**config.mk**
```make
export PLATFORM = sky130hd
export DESIGN_NAME = mips_run_ctrl
export DESIGN_NICKNAME = d
export VERILOG_FILES = /design/src/rtl/mips_run_pkg.sv /design/src/rtl/mips_run_ctrl.sv
export SDC_FILE = /design/constraint.sdc
export NUM_CORES = 1
export LEC_CHECK = 0
export ABC_AREA = 1
export CORE_AREA = 10 10 114 116
export DETAILED_ROUTE_END_ITERATION = 6
export DIE_AREA = 0 0 124 126
export PLACE_DENSITY_LB_ADDON = 0.15
export SETUP_SLACK_MARGIN = 0.3
export SLEW_MARGIN = 20
export SYNTH_ARGS = -nofsm -noshare
export SYNTH_HDL_FRONTEND = slang
export SYNTH_SLANG_ARGS = --single-unit
```
**constraint.sdc**
```tcl
create_clock -name clk -period 1.93 [get_ports clk]
set_input_delay 0.193 -clock clk [delete_from_list [all_inputs] [get_ports clk]]
set_output_delay 0.193 -clock clk [all_outputs]
set_load 0.005 [all_outputs]
```
**src/rtl/mips_run_pkg.sv**
```systemverilog
// mips_run_pkg: run-controller state encoding, count width and state-to-output decode.
package mips_run_pkg;
    localparam int CNT_W = 32;
    typedef enum logic [2:0] {IDLE, RESET, CHECK, RUN, END} run_state_t;
    // {cpu_reset, cpu_clk_enable, busy} for a given state
    function automatic logic [2:0] state_outs(run_state_t s);
        return {s == IDLE || s == RESET, s == RESET || s == CHECK || s == RUN,
                s == RESET || s == CHECK || s == RUN};
    endfunction
endpackage

```
**src/rtl/mips_run_ctrl.sv**
```systemverilog
// mips_run_ctrl: resets, launches and times out a CPU run, capturing register_v0.
// Define MIPS_RUN_FETCH_COUNT_EN to add the instr_read fetch counter.
module mips_run_ctrl
    import mips_run_pkg::*;
#(
    parameter int unsigned TIMEOUT_CYCLES = 40,
    parameter int unsigned RESET_CYCLES   = 1
) (
    input  logic             clk,
    input  logic             rst,
    input  logic             start,
    input  logic             active,
    input  logic [CNT_W-1:0] register_v0,
`ifdef MIPS_RUN_FETCH_COUNT_EN
    input  logic             instr_read,
    output logic [CNT_W-1:0] fetch_count,
`endif
    output logic             cpu_reset,
    output logic             cpu_clk_enable,
    output logic             busy,
    output logic             done,
    output logic             timed_out,
    output logic             start_err,
    output logic [CNT_W-1:0] result,
    output logic [CNT_W-1:0] cycle_count
);
    localparam logic [CNT_W-1:0] LIMIT = CNT_W'(TIMEOUT_CYCLES);
    run_state_t state, state_nxt;
    logic [CNT_W-1:0] rst_cnt;
    logic limit_hit;
    assign limit_hit = cycle_count == LIMIT - 1;
    always_comb begin
        state_nxt = state;
        case (state)
            IDLE, END: state_nxt = start ? RESET : state;
            RESET:     state_nxt = rst_cnt <= 1 ? CHECK : RESET;
            CHECK:     state_nxt = active ? RUN : END;
            RUN:       state_nxt = !active || limit_hit ? END : RUN;
            default:   state_nxt = IDLE;
        endcase
    end
    always_ff @(posedge clk) begin
        if (rst) begin
            state <= IDLE;
            {cpu_reset, cpu_clk_enable, busy} <= state_outs(IDLE);
            {done, timed_out, start_err} <= '0;
            result <= '0;
            cycle_count <= '0;
            rst_cnt <= '0;
`ifdef MIPS_RUN_FETCH_COUNT_EN
            fetch_count <= '0;
`endif
        end else begin
            state <= state_nxt;
            {cpu_reset, cpu_clk_enable, busy} <= state_outs(state_nxt);
            case (state)
                IDLE, END: if (start) begin
                    {done, timed_out, start_err} <= '0;
                    result <= '0;
                    cycle_count <= '0;
                    rst_cnt <= CNT_W'(RESET_CYCLES);
`ifdef MIPS_RUN_FETCH_COUNT_EN
                    fetch_count <= '0;
`endif
                end
                RESET: rst_cnt <= rst_cnt - 1;
                CHECK: start_err <= !active;
                RUN: begin
                    // completion takes priority over the limit on the same cycle
                    if (!active) begin
                        result <= register_v0;
                        done <= 1'b1;
                    end else if (limit_hit) begin
                        timed_out <= 1'b1;
                        cycle_count <= LIMIT;
                    end else begin
                        cycle_count <= cycle_count + 1;
                    end
`ifdef MIPS_RUN_FETCH_COUNT_EN
                    if (instr_read) fetch_count <= fetch_count + 1;
`endif
                end
                default: ;
            endcase
        end
    end
endmodule

```
=== After elaboration in Yosys (flattened, before gate mapping) ===
Cells that the tools add are included.

* Register bits: 104
* Logic and storage cells: 60

* Add/subtract/negate cells: 2
* Order comparisons: 1
* Eq/ne operators: 12
* Mux-type cells: 20
* Reductions and logical operators: 16

{| class="wikitable"
|+ Operators by type and width
! cell !! number
|-
| one-hot mux 32 bit (2 select lines) || 3
|-
| 2-to-1 mux 32 bit || 5
|-
| adder 32 x 1 -> 32 bit, second input constant || 1
|-
| == test 32 x 6 -> 1 bit, second input constant || 1
|-
| less-or-equal comparator 32 x 1 -> 1 bit, second input constant || 1
|-
| subtractor 32 x 1 -> 32 bit, second input constant || 1
|-
| == test 3 x 2 -> 1 bit, second input constant || 4
|-
| one-hot mux 3 bit (4 select lines) || 1
|-
| 2-to-1 mux 3 bit || 3
|-
| inequality test 2 bit, second input constant || 4
|-
| == test 3 x 1 -> 1 bit, second input constant || 2
|-
| logical NOT 3 bit || 2
|-
| one-hot mux 1 bit (2 select lines) || 3
|-
| AND reduction 3 bit || 2
|-
| nonzero test 2 bit || 3
|-
| logical OR 1 bit || 4
|-
| 2-to-1 mux 1 bit || 4
|-
| AND reduction 2 bit || 2
|-
| AND reduction 4 bit || 1
|-
| == test 3 bit, second input constant || 1
|-
| 2-to-1 mux 2 bit || 1
|-
| OR reduction 2 bit || 1
|-
| logical NOT 1 bit || 1
|}

=== Longest topological paths before layout ===
Gate-level depths: netlist (run 1).

* Depth in word-level cells: 7
* Depth in mapped cells: 11

=== Least setup slack after synthesis (run 1) ===
OpenSTA, ideal clock, no wires.

* Path type: register to register
* Start: reg cycle_count[0]
* End: reg cycle_count[20]
* Library setup time: 0.115 ns
* Arrival: 1.380 ns
* Data required time: 1.815 ns
* Path slack: 0.436 ns
* Stages on the path, launching flop included: 10
* Buffers on the path: 1
* Cells stage by stage: dfxtp_1 ha_1 nand3_1 nor2_1 nand2_1 o21ai_1 nand2_2 nand2_4 buf_6 nor2_1

* Cells in the longest elaborated chain, start to end: 4

{| class="wikitable"
|+ RTL lines
! element !! line !! RTL
|-
| start: declaration || mips_run_ctrl.sv:25 || <nowiki>output logic [CNT_W-1:0] cycle_count</nowiki>
|-
| start signal: assignment || mips_run_ctrl.sv:77 || <nowiki>cycle_count <= cycle_count + 1;</nowiki>
|-
| adder 32 x 1 -> 32 bit / == test 32 x 6 -> 1 bit (equally long branches) || mips_run_ctrl.sv:77, mips_run_ctrl.sv:31 ||
|-
| 2-to-1 mux 32 bit (*) || mips_run_ctrl.sv:73 || <nowiki>end else if (limit_hit) begin</nowiki>
|-
| 2-to-1 mux 32 bit (*) || mips_run_ctrl.sv:70 || <nowiki>if (!active) begin</nowiki>
|-
| one-hot mux 32 bit (2 select lines) (*) || mips_run_ctrl.sv:56 || <nowiki>case (state)</nowiki>
|}

Mark *: on every way between the ends. The rest lies on a longest branch, timed or not. The select of a mux whose other input is x is not followed.
A chain may end at the register's enable or synchronous reset.

=== Worst setup path after layout (run 1) ===
* Start: reg cycle_count[0]
* End: reg cycle_count[28]

The elaborated chain is that of the path after synthesis.

==> results.md, run 1 <==
* Tot GR Track Use at roughly 20%
* Highest-delay cell along the critical path: dfxtp_4
* Top Metal Used: met4
* Syn Nets at between 800 and 900
* Full die area at ~16,000 um^2
* Routed WL per cell at 14.8 um
* Root Buffer: clkbuf_8
* Global-route wire length before repair at 25,800 um
* Mapped cell area at 5420 um^2
* R2R cell count at 11
* Final design utilization at between 60% and 70%
* Layout cells sized above 1 at 12.7%
* Total gr overflow at 0
* Met3 WL post-DR at roughly 770 um
* Via-per-instance ratio at 5.22
* Clk slew on worst S/H paths at between 0.1 and 0.15 ns
* Port bufs at 105
* Max_cap viols at 0
* RSZ-0062 raised after global routing: yes
* # rows at 38
* Final Hold Viols at 0
* Slew headroom at between 60 and 70%
* Max-slew violations at 0
* Via count at approximately 5,700
* Detail Route Antenna Nets at 0
* Count of flip-flops with a built-in enable after synthesis at 0
* Htree depth at 3
* CTS Buf Count at 9
* Io pins at roughly 110
* R2r startpoint: cycle_count[0]$_SDFFE_PP0P_
* PD cells at 1260 nW/um^2
* Largest net degree at the start of global routing at 39
* Ys Warns at 0
* Critical path fanouts, max at 4
* Crit path to: cycle_count[28]$_SDFFE_PP0P_
* Hold Path Class: input port to flop
* Syn avg cell area at approximately 6.5 um^2
* Hold_ws at approximately 0.18 ns
* 1st-iter DRT viols at between 400 and 500
* P&R area growth vs syn at 31.9%
* CTS tree: yes
* Setup violators final at 0
* Die Ht at roughly 130 um
* DRC violations left at 0
* Peak VDD IR at between 1 and 1.5 mV
* Top post-synthesis cells by area: dfxtp_1 38%, nand2_1 17%, nor2_1 11%, a21oi_1 5.7%, nand3_1 4.8%
* Worst clock skew at about 0.013 ns
* Nets at ~1,000
* Period utilisation layout at between 80 and 90%
* Antenna cells at 0
* Worst Setup SP: cycle_count[0]$_SDFFE_PP0P_
* Worst Max-Slew Pin Slew at 0.486 ns
* Reg2Reg Setup Slack at between 0.3 and 0.4 ns
* Synth cell count leaders: 239 x nand2_1, 160 x nor2_1, 104 x dfxtp_1
* Vias in the first global route at 5,318
* Synth top area share at 38.4%
* Status: finished, final reports clean
* Synth async-reset ratio at 0%
* Register area share after synthesis at between 30 and 40%
* CP peak stage delay at a little under 0.4 ns
* Cell variety after synth at 41
* Minimum clock period at 1.60 ns
* Placement Cell Area at ~6600 um^2
* Crit path arrival time at between 1.5 and 2 ns
* CP endpoint kind: flop
* Die W at roughly 120 um
* Hold_buf cts at 0
* Ys flop type: dfxtp_1
* Pleak at ~2.7 nW
* Final TNS setup at 0 ns
* Gp weighted congestion at 0.929
* Cells after Synth at 834
* Worst-path cell chain: ha_4, inv_1, nor2_2, buf_4, buf_4, inv_1, nor2_2, nand2_1, nand2_1, nand3_1, a21oi_2
* DR pass1 iterations at 7
* Synth Register Bits at ~100
* FMAX at 625 MHz
* Clock Sink Count at 104
* Initial core utilization at 50.6%
* DP Wirelength at between 10,000 and 15,000 um
* Max clock buf depth at 2
* Post-Route M1 WL at 6790 um
* RR Endpoint: cycle_count[28]$_SDFFE_PP0P_
* Crit path launch type: flop
* WL met2 at ~8200 um
* Post-synth top area cell: dfxtp_1
* Final Cell Area at roughly 7000 um^2
* Worst skew pair latency at approximately 0.40 ns
* Core area at 10,700 um^2
* Routed WL at between 15,000 and 20,000 um
* Worst setup path class: flop to flop
* CP Data Required Time at roughly 2.3 ns
* Initial antenna violation count at 0
* Count leader, synth: nand2_1
[flip-flops by register name, summed over array words and instances, names as in the netlist]
name / count
rst_cnt: 32
state: 3
busy: 1
result: 32
cycle_count: 32
done: 1
timed_out: 1
start_err: 1
cpu_reset: 1
[layout by cell type (no fill, tap or decap), types with 3 or more instances in the layout]
master             n
nor4_1             4
nor2_2            19
a211oi_1           4
nor2_4            12
o21ai_0           18
a21oi_1           61
clkbuf_8           9
nand2_1          236
nor2_1           146
inv_1             61
a21boi_0           4
a22oi_1            3
nand2_2            7
o22ai_1            4
nand3_1           51
dfxtp_2           22
dfxtp_1           80
nor3_1             5
inv_8              3
xor2_1            12
nand4_1           15
buf_4             16
nand2_8            3
nand3b_1           4
inv_2              5
clkdlybuf4s50_1  104
[power by group]
part | leakage [nW] | total, mW | switching (mW) | internal (mW)
sequential | 0.853 | 2.81 | 0.344 | 2.47
clock | 0.120 | 1.61 | 0.844 | 0.765
combinational | 1.69 | 4.56 | 2.91 | 1.65
total | 2.67 | 8.98 | 4.10 | 4.88
[per-stage QoR]
stage / total power, mW / cells / worst slack (ns)
floorplan: 5.89 / 834 / 0.436
global placement: 6.84 / 1065 / 0.166
detailed placement: 6.96 / 1065 / 0.119
CTS: 8.70 / 1084 / 0.267
global route: 9.69 / 1090 / 0.211
finish: 8.98 / 1090 / 0.331
[worst min path at each step]
stage	from	end	slack [ns]	cells past startpoint
6_report	rst	state[0]$_SDFF_PP0_	0.18	2
5_1_grt	rst	cycle_count[28]$_SDFFE_PP0P_	0.20	2
4_1_cts	rst	state[0]$_SDFF_PP0_	0.15	2
3_5_place_dp	result[2]$_SDFFE_PP0P_	result[2]$_SDFFE_PP0P_	0.45	2
3_3_place_gp	result[18]$_SDFFE_PP0P_	result[18]$_SDFFE_PP0P_	0.45	2
2_1_floorplan	register_v0[25]	result[25]$_SDFFE_PP0P_	0.34	2
[worst max-delay path: cells and delay by family (launching register included)]
family	cells	cell delay (ns)
AND/OR/NAND/NOR	5	0.48
adder cells (fa/ha/maj)	1	0.16
flip-flops	1	0.39
buffers and inverters	4	0.34
AO/OA/AOI/OAI	1	0.15
[metal layers]
layer,vias up,track usage [%]
met3,23,3.04
met4,0,8.54
met2,154,34.9
li1,2894,-
met5,-,0
met1,2622,23.9
[cells by family after synthesis]
group,count (synthesis),share of synthesized area [%]
mux,1,0.185
buf+inv,96,7.48
simple gates,512,40.5
fa+ha+maj,3,0.693
flops,104,38.4
compound gates,104,10.5
xor+xnor,14,2.26
[timing repair]
item,CTS,global route
setup buffers,1,6
gates cloned,2,0
gates resized for setup,19,57
pin swaps,2,12
endpoints found under the setup margin,43,68
[cell type report]
class                           instances  area (um^2)
Clock buffer                            9          124
Sequential cell                       104         2120
Clock inverter                          7          111
Inverter                               70          268
Multi-Input combinational cell        636         3130
Tap cell                              140          175
Timing Repair Buffer                  124         1220
Fill cell                             937         3550
No activity file was read; power rests on OpenSTA's default activity.
==> run 2: changes to the inputs <==
--- a/config.mk
+++ b/config.mk
@@ -6,9 +6,9 @@
 export NUM_CORES = 1
 export LEC_CHECK = 0
 export ABC_AREA = 1
-export CORE_AREA = 10 10 114 116
+export CORE_AREA = 10 10 119 121
 export DETAILED_ROUTE_END_ITERATION = 6
-export DIE_AREA = 0 0 124 126
+export DIE_AREA = 0 0 129 131
 export PLACE_DENSITY_LB_ADDON = 0.15
 export SETUP_SLACK_MARGIN = 0.3
 export SLEW_MARGIN = 20
==> constraint.sdc (replaced) <==
create_clock -name clk -period 1.3 [get_ports clk]
set_input_delay 0.13 -clock clk [delete_from_list [all_inputs] [get_ports clk]]
set_output_delay 0.13 -clock clk [all_outputs]
set_load 0.005 [all_outputs]
==> run 2 against run 1 <==
The run now ends with DRC, setup timing left. Hold slack better by 0.12 ns. Flip-flop and latch count unchanged. Cell count up 19%.
==> results.md, run 2 (synthesized netlist as in run 1, its figures left out) <==
* Pleak at 4.53 nW (+70%)
* Full die area at 16,900 um^2 (+8.2%)
* M2 GR Usage at 44.0% (+9.1 points)
* FMAX at 557 MHz (-11%)
* Peak VDD IR at 2.64 mV (+140%)
* Setup violators final at 100 (+100)
* PD cells at 2010 nW/um^2 (+60%)
* Clock Sink Count at 104 (unchanged)
* Worst clock skew at 0.0132 ns (+0.000239 ns)
* P&R area growth vs syn at 92.7%
* Top flop regs: cycle_count x32, result x32, rst_cnt x32
* Reg2Reg Setup Slack at -0.49 ns (-0.83 ns)
* Max_cap viols at 0 (unchanged)
* Die W at 129 um (+4.0%)
* Root Buffer: clkbuf_16
* CP Data Required Time at 1.54 ns (-0.72 ns)
* Status: finished, violations left
* Crit path top cell by count: nand2_1
* Critical path fanouts, max at 4 (unchanged)
* Grt met3 use at 5.04% (+2.0 points)
* Largest net degree at the start of global routing at 53 (+36%)
* Port bufs at 105 (unchanged)
* Initial antenna violation count at 0 (unchanged)
* Core area at 11,800 um^2 (+10%)
* 1st-iter DRT viols at 951 (+120%)
* Total power at 21.0 mW (+130%)
* Worst Slack Setup Final at -0.495 ns (-0.825 ns)
* Detail Route Antenna Nets at 0 (unchanged)
* Hold Path Class: input port to flop
* CP endpoint kind: flop
* Hold_ws at 0.300 ns (+0.121 ns)
* Routed WL per cell at 22.4 um (+52%)
* Failing checks: DRC, setup timing
* Period utilisation layout at 138% (+55 points)
* Most frequent cells in the layout: 147 x nand2_1, 129 x buf_4, 97 x buf_6
* Worst Max-Slew Pin Slew at 0.390 ns (-0.0956 ns)
* CP peak stage delay at 0.38 ns (about the same)
* Minimum clock period at 1.79 ns (+0.195 ns)
* Crit path arrival time at 2.03 ns (+0.10 ns)
* RSZ-0062 raised after global routing: yes
* # rows at 40 (+5.3%)
* Worst skew pair latency at 0.37 ns (-0.03 ns)
* DR pass1 iterations at 7 (unchanged)
* Die Ht at 131 um (+4.0%)
* Global-route wire length before repair at 32,800 um (+27%)
* DP Wirelength at 12,600 um (+5.0%)
* Total gr overflow at 0 (unchanged)
* Met1 usage at 26.8% (+2.9 points)
* Crit path launch type: flop
* Routed WL at 29,000 um (+80%)
* Initial core utilization at 45.9% (-4.8 points)
* Worst setup path class: flop to flop
* Via count at 7,770 (+36%)
* Worst-path cell chain: buf_4, nand2_1, nor2_4, nand2_2, nor2_4, nand2_1, nand2_1, nand2_1, nand2_1, a21oi_1
* Slew headroom at 73.7% (+6.1 points)
* CTS tree: yes
* Vias in the first global route at 6,774 (+27%)
* Io pins at 106 (unchanged)
* Layout cells sized above 1 at 60.0% (+47 points)
* Leading cell type in the layout, fill and taps excluded: nand2_1
* Highest-delay cell along the critical path: dfxtp_4
* CTS Buf Count at 9 (unchanged)
* Clk slew on worst S/H paths at 0.07 ns (-0.04 ns)
* Htree depth at 3 (unchanged)
* DRC violations left at 16 (+16)
* Max clock buf depth at 2 (unchanged)
* Final Hold Viols at 0 (unchanged)
* Tot GR Track Use at 24.1% (+4.0 points)
* Via-per-instance ratio at 6.01 (+15%)
* Max-slew violations at 0 (unchanged)
* Gp weighted congestion at 0.909 (-2.1%)
* Grt peak-use layer: met2
* Nets at 1,179 (+20%)
run 2: through the flow:
stage | cell area [um^2] | instances | util (%) | TNS (ns) | worst slack (ns)
2_1_floorplan | 5760 | 834 | - | -1.46 | -0.130
3_3_place_gp | 7900 | 1200 | 66.9 | -18.70 | -0.275
3_5_place_dp | 7900 | 1200 | 66.9 | -20.98 | -0.331
4_1_cts | 9380 | 1265 | 79.4 | -5.65 | -0.157
5_1_grt | 10400 | 1292 | 88.4 | -25.66 | -0.517
6_report | 10400 | 1293 | 88.4 | -19.82 | -0.495
run 2: what timing repair did:
| action | 4_1_cts | 5_1_grt |
|---|---|---|
| cloned | 7 | 4 |
| pin swaps | 69 | 82 |
| resized for setup | 588 | 228 |
| setup endpoints to repair | 174 | 136 |
| buffers inserted | 42 | 23 |
| hold buffers | 0 | 0 |
run 2: worst paths after layout:
path                                                   start                           end  cells past startpoint
worst max-delay path            cycle_count[20]$_SDFFE_PP0P_  cycle_count[26]$_SDFFE_PP0P_                     10
worst min-delay path                                     rst        result[8]$_SDFFE_PP0P_                      3
worst max register to register  cycle_count[20]$_SDFFE_PP0P_  cycle_count[26]$_SDFFE_PP0P_                     10
worst min register to register        result[9]$_SDFFE_PP0P_        result[9]$_SDFFE_PP0P_                      2
run 2: per-layer routing:
layer | up-vias | part of all wire, %
li1 | 3294 | -
met1 | 3619 | 34
met2 | 624 | 49
met3 | 233 | 9.4
met4 | 0 | 7.5
met5 | - | 0
run 2: area by class of cell:
class / instances / area [um^2]
multi-input cells: 636 / 4410
repair buffers: 316 / 2960
flip-flops and latches: 104 / 2230
fillers: 440 / 1370
inverters: 70 / 312
clock buffers: 12 / 268
well taps: 147 / 184
clock inverters: 4 / 51.3
repair inverters: 3 / 26.3
diodes: 1 / 2.50
run 2: power by group:
part	internal [mW]	switching [mW]	total, mW
Sequential	3.75	0.703	4.45
Combinational	5.93	7.64	13.6
Clock	1.67	1.35	3.01
Total	11.3	9.69	21.0
run 2: critical path, delay by kind of cell, from the launching register on:
kind / cells / cell delay, ns
AND/OR/NAND/NOR: 8 / 1.09
buffers and inverters: 1 / 0.11
flip-flops: 1 / 0.38
AO/OA/AOI/OAI: 1 / 0.07
==> run 3: changes to the inputs <==
--- a/config.mk
+++ b/config.mk
@@ -15,3 +15,4 @@
 export SYNTH_ARGS = -nofsm -noshare
 export SYNTH_HDL_FRONTEND = slang
 export SYNTH_SLANG_ARGS = --single-unit
+export TNS_END_PERCENT = 20
==> run 3 against run 2 <==
The flow finishes with violations (setup timing). Die area stayed put. Via count down 16%. Setup slack better by 0.23 ns. Register-to-register slack gained 0.23 ns. Final area down 14%. Hold slack worse by 0.072 ns. Count of clock-buffer cells in the layout shrank 3. First-iteration DRC count is 58% lower. Routed wire length down 34%. Clock skew decreased by 0.0051 ns. Largest cell class unchanged. Largest power group unchanged.
==> results.md, run 3 (synthesized netlist as in run 1, its figures left out) <==
* Period utilisation layout at 120% (-18 points)
* Worst setup path class: flop to flop
* Nets at 1,145 (-2.9%)
* Critical path fanouts, max at 5 (+1)
* Pleak at 3.90 nW (-14%)
* Placement Cell Area at 7860 um^2 (-0.49%)
* Crit path arrival time at 1.83 ns (-0.20 ns)
* Htree depth at 3 (unchanged)
* Worst skew pair latency at 0.36 ns (about the same)
* Via count at 6,498 (-16%)
* Clock power frac at 17.3% (+3.0 points)
* Setup violators final at 65 (-35%)
* P&R area growth vs syn at 65.7%
* Antenna cells at 0 (-1)
* Clk slew on worst S/H paths at 0.08 ns (about the same)
* Total gr overflow at 0 (unchanged)
* RSZ-0062 raised after global routing: yes
* Worst clock skew at 0.00807 ns (-0.00512 ns)
* Clock Sink Count at 104 (unchanged)
* Net Switching at 7.37 mW (-24%)
* Vias in the first global route at 6,294 (-7.1%)
* # rows at 40 (unchanged)
* Minimum clock period at 1.57 ns (-0.228 ns)
* Power Internal at 9.49 mW (-16%)
* Max-slew violations at 0 (unchanged)
* Worst Slack Setup Final at -0.266 ns (+0.228 ns)
* Top flop regs: cycle_count x32, result x32, rst_cnt x32
* Highest-delay cell along the critical path: dfxtp_2
* Detail Route Antenna Nets at 0 (unchanged)
* Die Ht at 131 um (unchanged)
* Failing checks: setup timing
* CP Data Required Time at 1.57 ns (+0.03 ns)
* Max clock buf depth at 2 (unchanged)
* Crit path launch type: flop
* Sequential share of power at 24.7% (+3.6 points)
* CP Buf/Inv Count at 3 (+2)
* Routed WL at 19,200 um (-34%)
* Largest delay share family, worst path: simple AND/OR/NAND/NOR gates
* Tot GR Track Use at 21.3% (-2.9 points)
* Slew headroom at 75.1% (+1.4 points)
* Port bufs at 105 (unchanged)
* Status: finished, violations left
* Worst Max-Slew Pin Slew at 0.370 ns (-0.0203 ns)
* Core area at 11,800 um^2 (unchanged)
* Global-route wire length before repair at 29,300 um (-11%)
* Die W at 129 um (unchanged)
* # fillers at 862 (+96%)
* Hold Path Class: input port to flop
* Place WS at -0.298 ns (+0.0325 ns)
* Hold_ws at 0.228 ns (-0.0718 ns)
* Initial core utilization at 45.9% (unchanged)
* DP Wirelength at 13,000 um (+3.2%)
* Final Cell Area at 8980 um^2 (-14%)
* Sw Share at 43.7% (-2.3 points)
* Io pins at 106 (unchanged)
* CTS tree: yes
* Via-per-instance ratio at 5.17 (-14%)
* PD cells at 1880 nW/um^2 (-6.8%)
* Most frequent cells in the layout: 210 x nand2_1, 137 x buf_4, 115 x nor2_1
* Worst-path cell chain: buf_4, nand2_2, nor2_4, nand2_4, nor2_4, inv_2, buf_4, nor2_4, o22ai_1, nor2_1
* Total power at 16.9 mW (-20%)
* Largest net degree at the start of global routing at 35 (-34%)
* 1st-iter DRT viols at 399 (-58%)
* Gp weighted congestion at 0.909 (about the same)
* CP peak stage delay at 0.36 ns (-0.02 ns)
* DR pass1 iterations at 5 (-2)
* CTS Buf Count at 9 (unchanged)
* Initial antenna violation count at 0 (unchanged)
* Peak VDD IR at 2.06 mV (-22%)
* Max_cap viols at 0 (unchanged)
* Full die area at 16,900 um^2 (unchanged)
* Comb pwr share at 58.0% (-6.5 points)
* Final Hold Viols at 0 (unchanged)
* CP endpoint kind: flop
* Leading cell type in the layout, fill and taps excluded: nand2_1
* Root Buffer: clkbuf_16
* Crit path top cell by count: nor2_4
* DRC violations left at 0 (-16)
* Layout cells sized above 1 at 43.9% (-16 points)
* FMAX at 639 MHz (+15%)
* Routed WL per cell at 15.2 um (-32%)
* Hold_buf cts at 0 (unchanged)
-- run 3: cell count changes in the layout (fill, tap and decap cells not counted), moves of 13 or more --
cell / change
dfxtp_2: -18
dfxtp_1: +22
nand2_4: -37
buf_6: -40
a21oi_1: +26
a21oi_2: -23
nand2_1: +63
nand2_2: -24
nand3_1: +13
nor2_1: +21
nor2_4: -25
-- run 3: what timing repair did --
action	CTS	global route
pin swaps	28	30
hold endpoints to repair	0	0
endpoints found under the setup margin	174	137
gates resized for setup	419	119
buffers inserted	17	10
-- run 3: worst paths after layout --
check                                 endpoint  slack, ns                   startpoint  depth (start not counted)
setup / recovery  cycle_count[10]$_SDFFE_PP0P_      -0.27  cycle_count[6]$_SDFFE_PP0P_                         10
hold / removal    cycle_count[26]$_SDFFE_PP0P_       0.23                          rst                          3
setup reg to reg  cycle_count[10]$_SDFFE_PP0P_      -0.27  cycle_count[6]$_SDFFE_PP0P_                         10
hold reg to reg        result[30]$_SDFFE_PP0P_       0.46      result[30]$_SDFFE_PP0P_                          2
-- run 3: per-layer routing --
layer | global-route usage (%) | wire length (um)
met5 | 0 | 0
met4 | 9.50 | 648
met3 | 4.83 | 948
met2 | 39.2 | 10200
met1 | 22.7 | 7400
-- run 3: cell type report --
type | count | area [um^2] | share of cell area (%)
Clock inverter | 7 | 91.3 | 1.02
Clock buffer | 9 | 225 | 2.51
Timing Repair Buffer | 287 | 2480 | 27.6
Multi-Input combinational cell | 634 | 3530 | 39.3
Sequential cell | 104 | 2190 | 24.4
Inverter | 70 | 275 | 3.07
Tap cell | 147 | 184 | 2.05
-- run 3: stage by stage --
step / std cells / utilization (%) / TNS (ns)
after floorplan: 834 / - / -1.45
after global placement: 1215 / 66.6 / -15.18
after detailed placement: 1215 / 66.6 / -17.03
after CTS: 1248 / 72.3 / -6.31
after global routing: 1258 / 76.0 / -18.65
final: 1258 / 76.0 / -8.46
-- run 3: worst min-delay path: stages --
cell	delay [ns]
buf_2	0.14
buf_4	0.23
a21oi_2	0.04
-- run 3: power groups by stage --
stage / Combinational [mW] / Sequential (mW) / Clock [mW]
3_5_place_dp: 8.23 / 4.15 / 0
2_1_floorplan: 4.96 / 4.10 / 0
5_1_grt: 10.7 / 4.23 / 3.07
4_1_cts: 9.16 / 4.11 / 2.96
6_report: 9.78 / 4.16 / 2.91
3_3_place_gp: 8.13 / 4.14 / 0
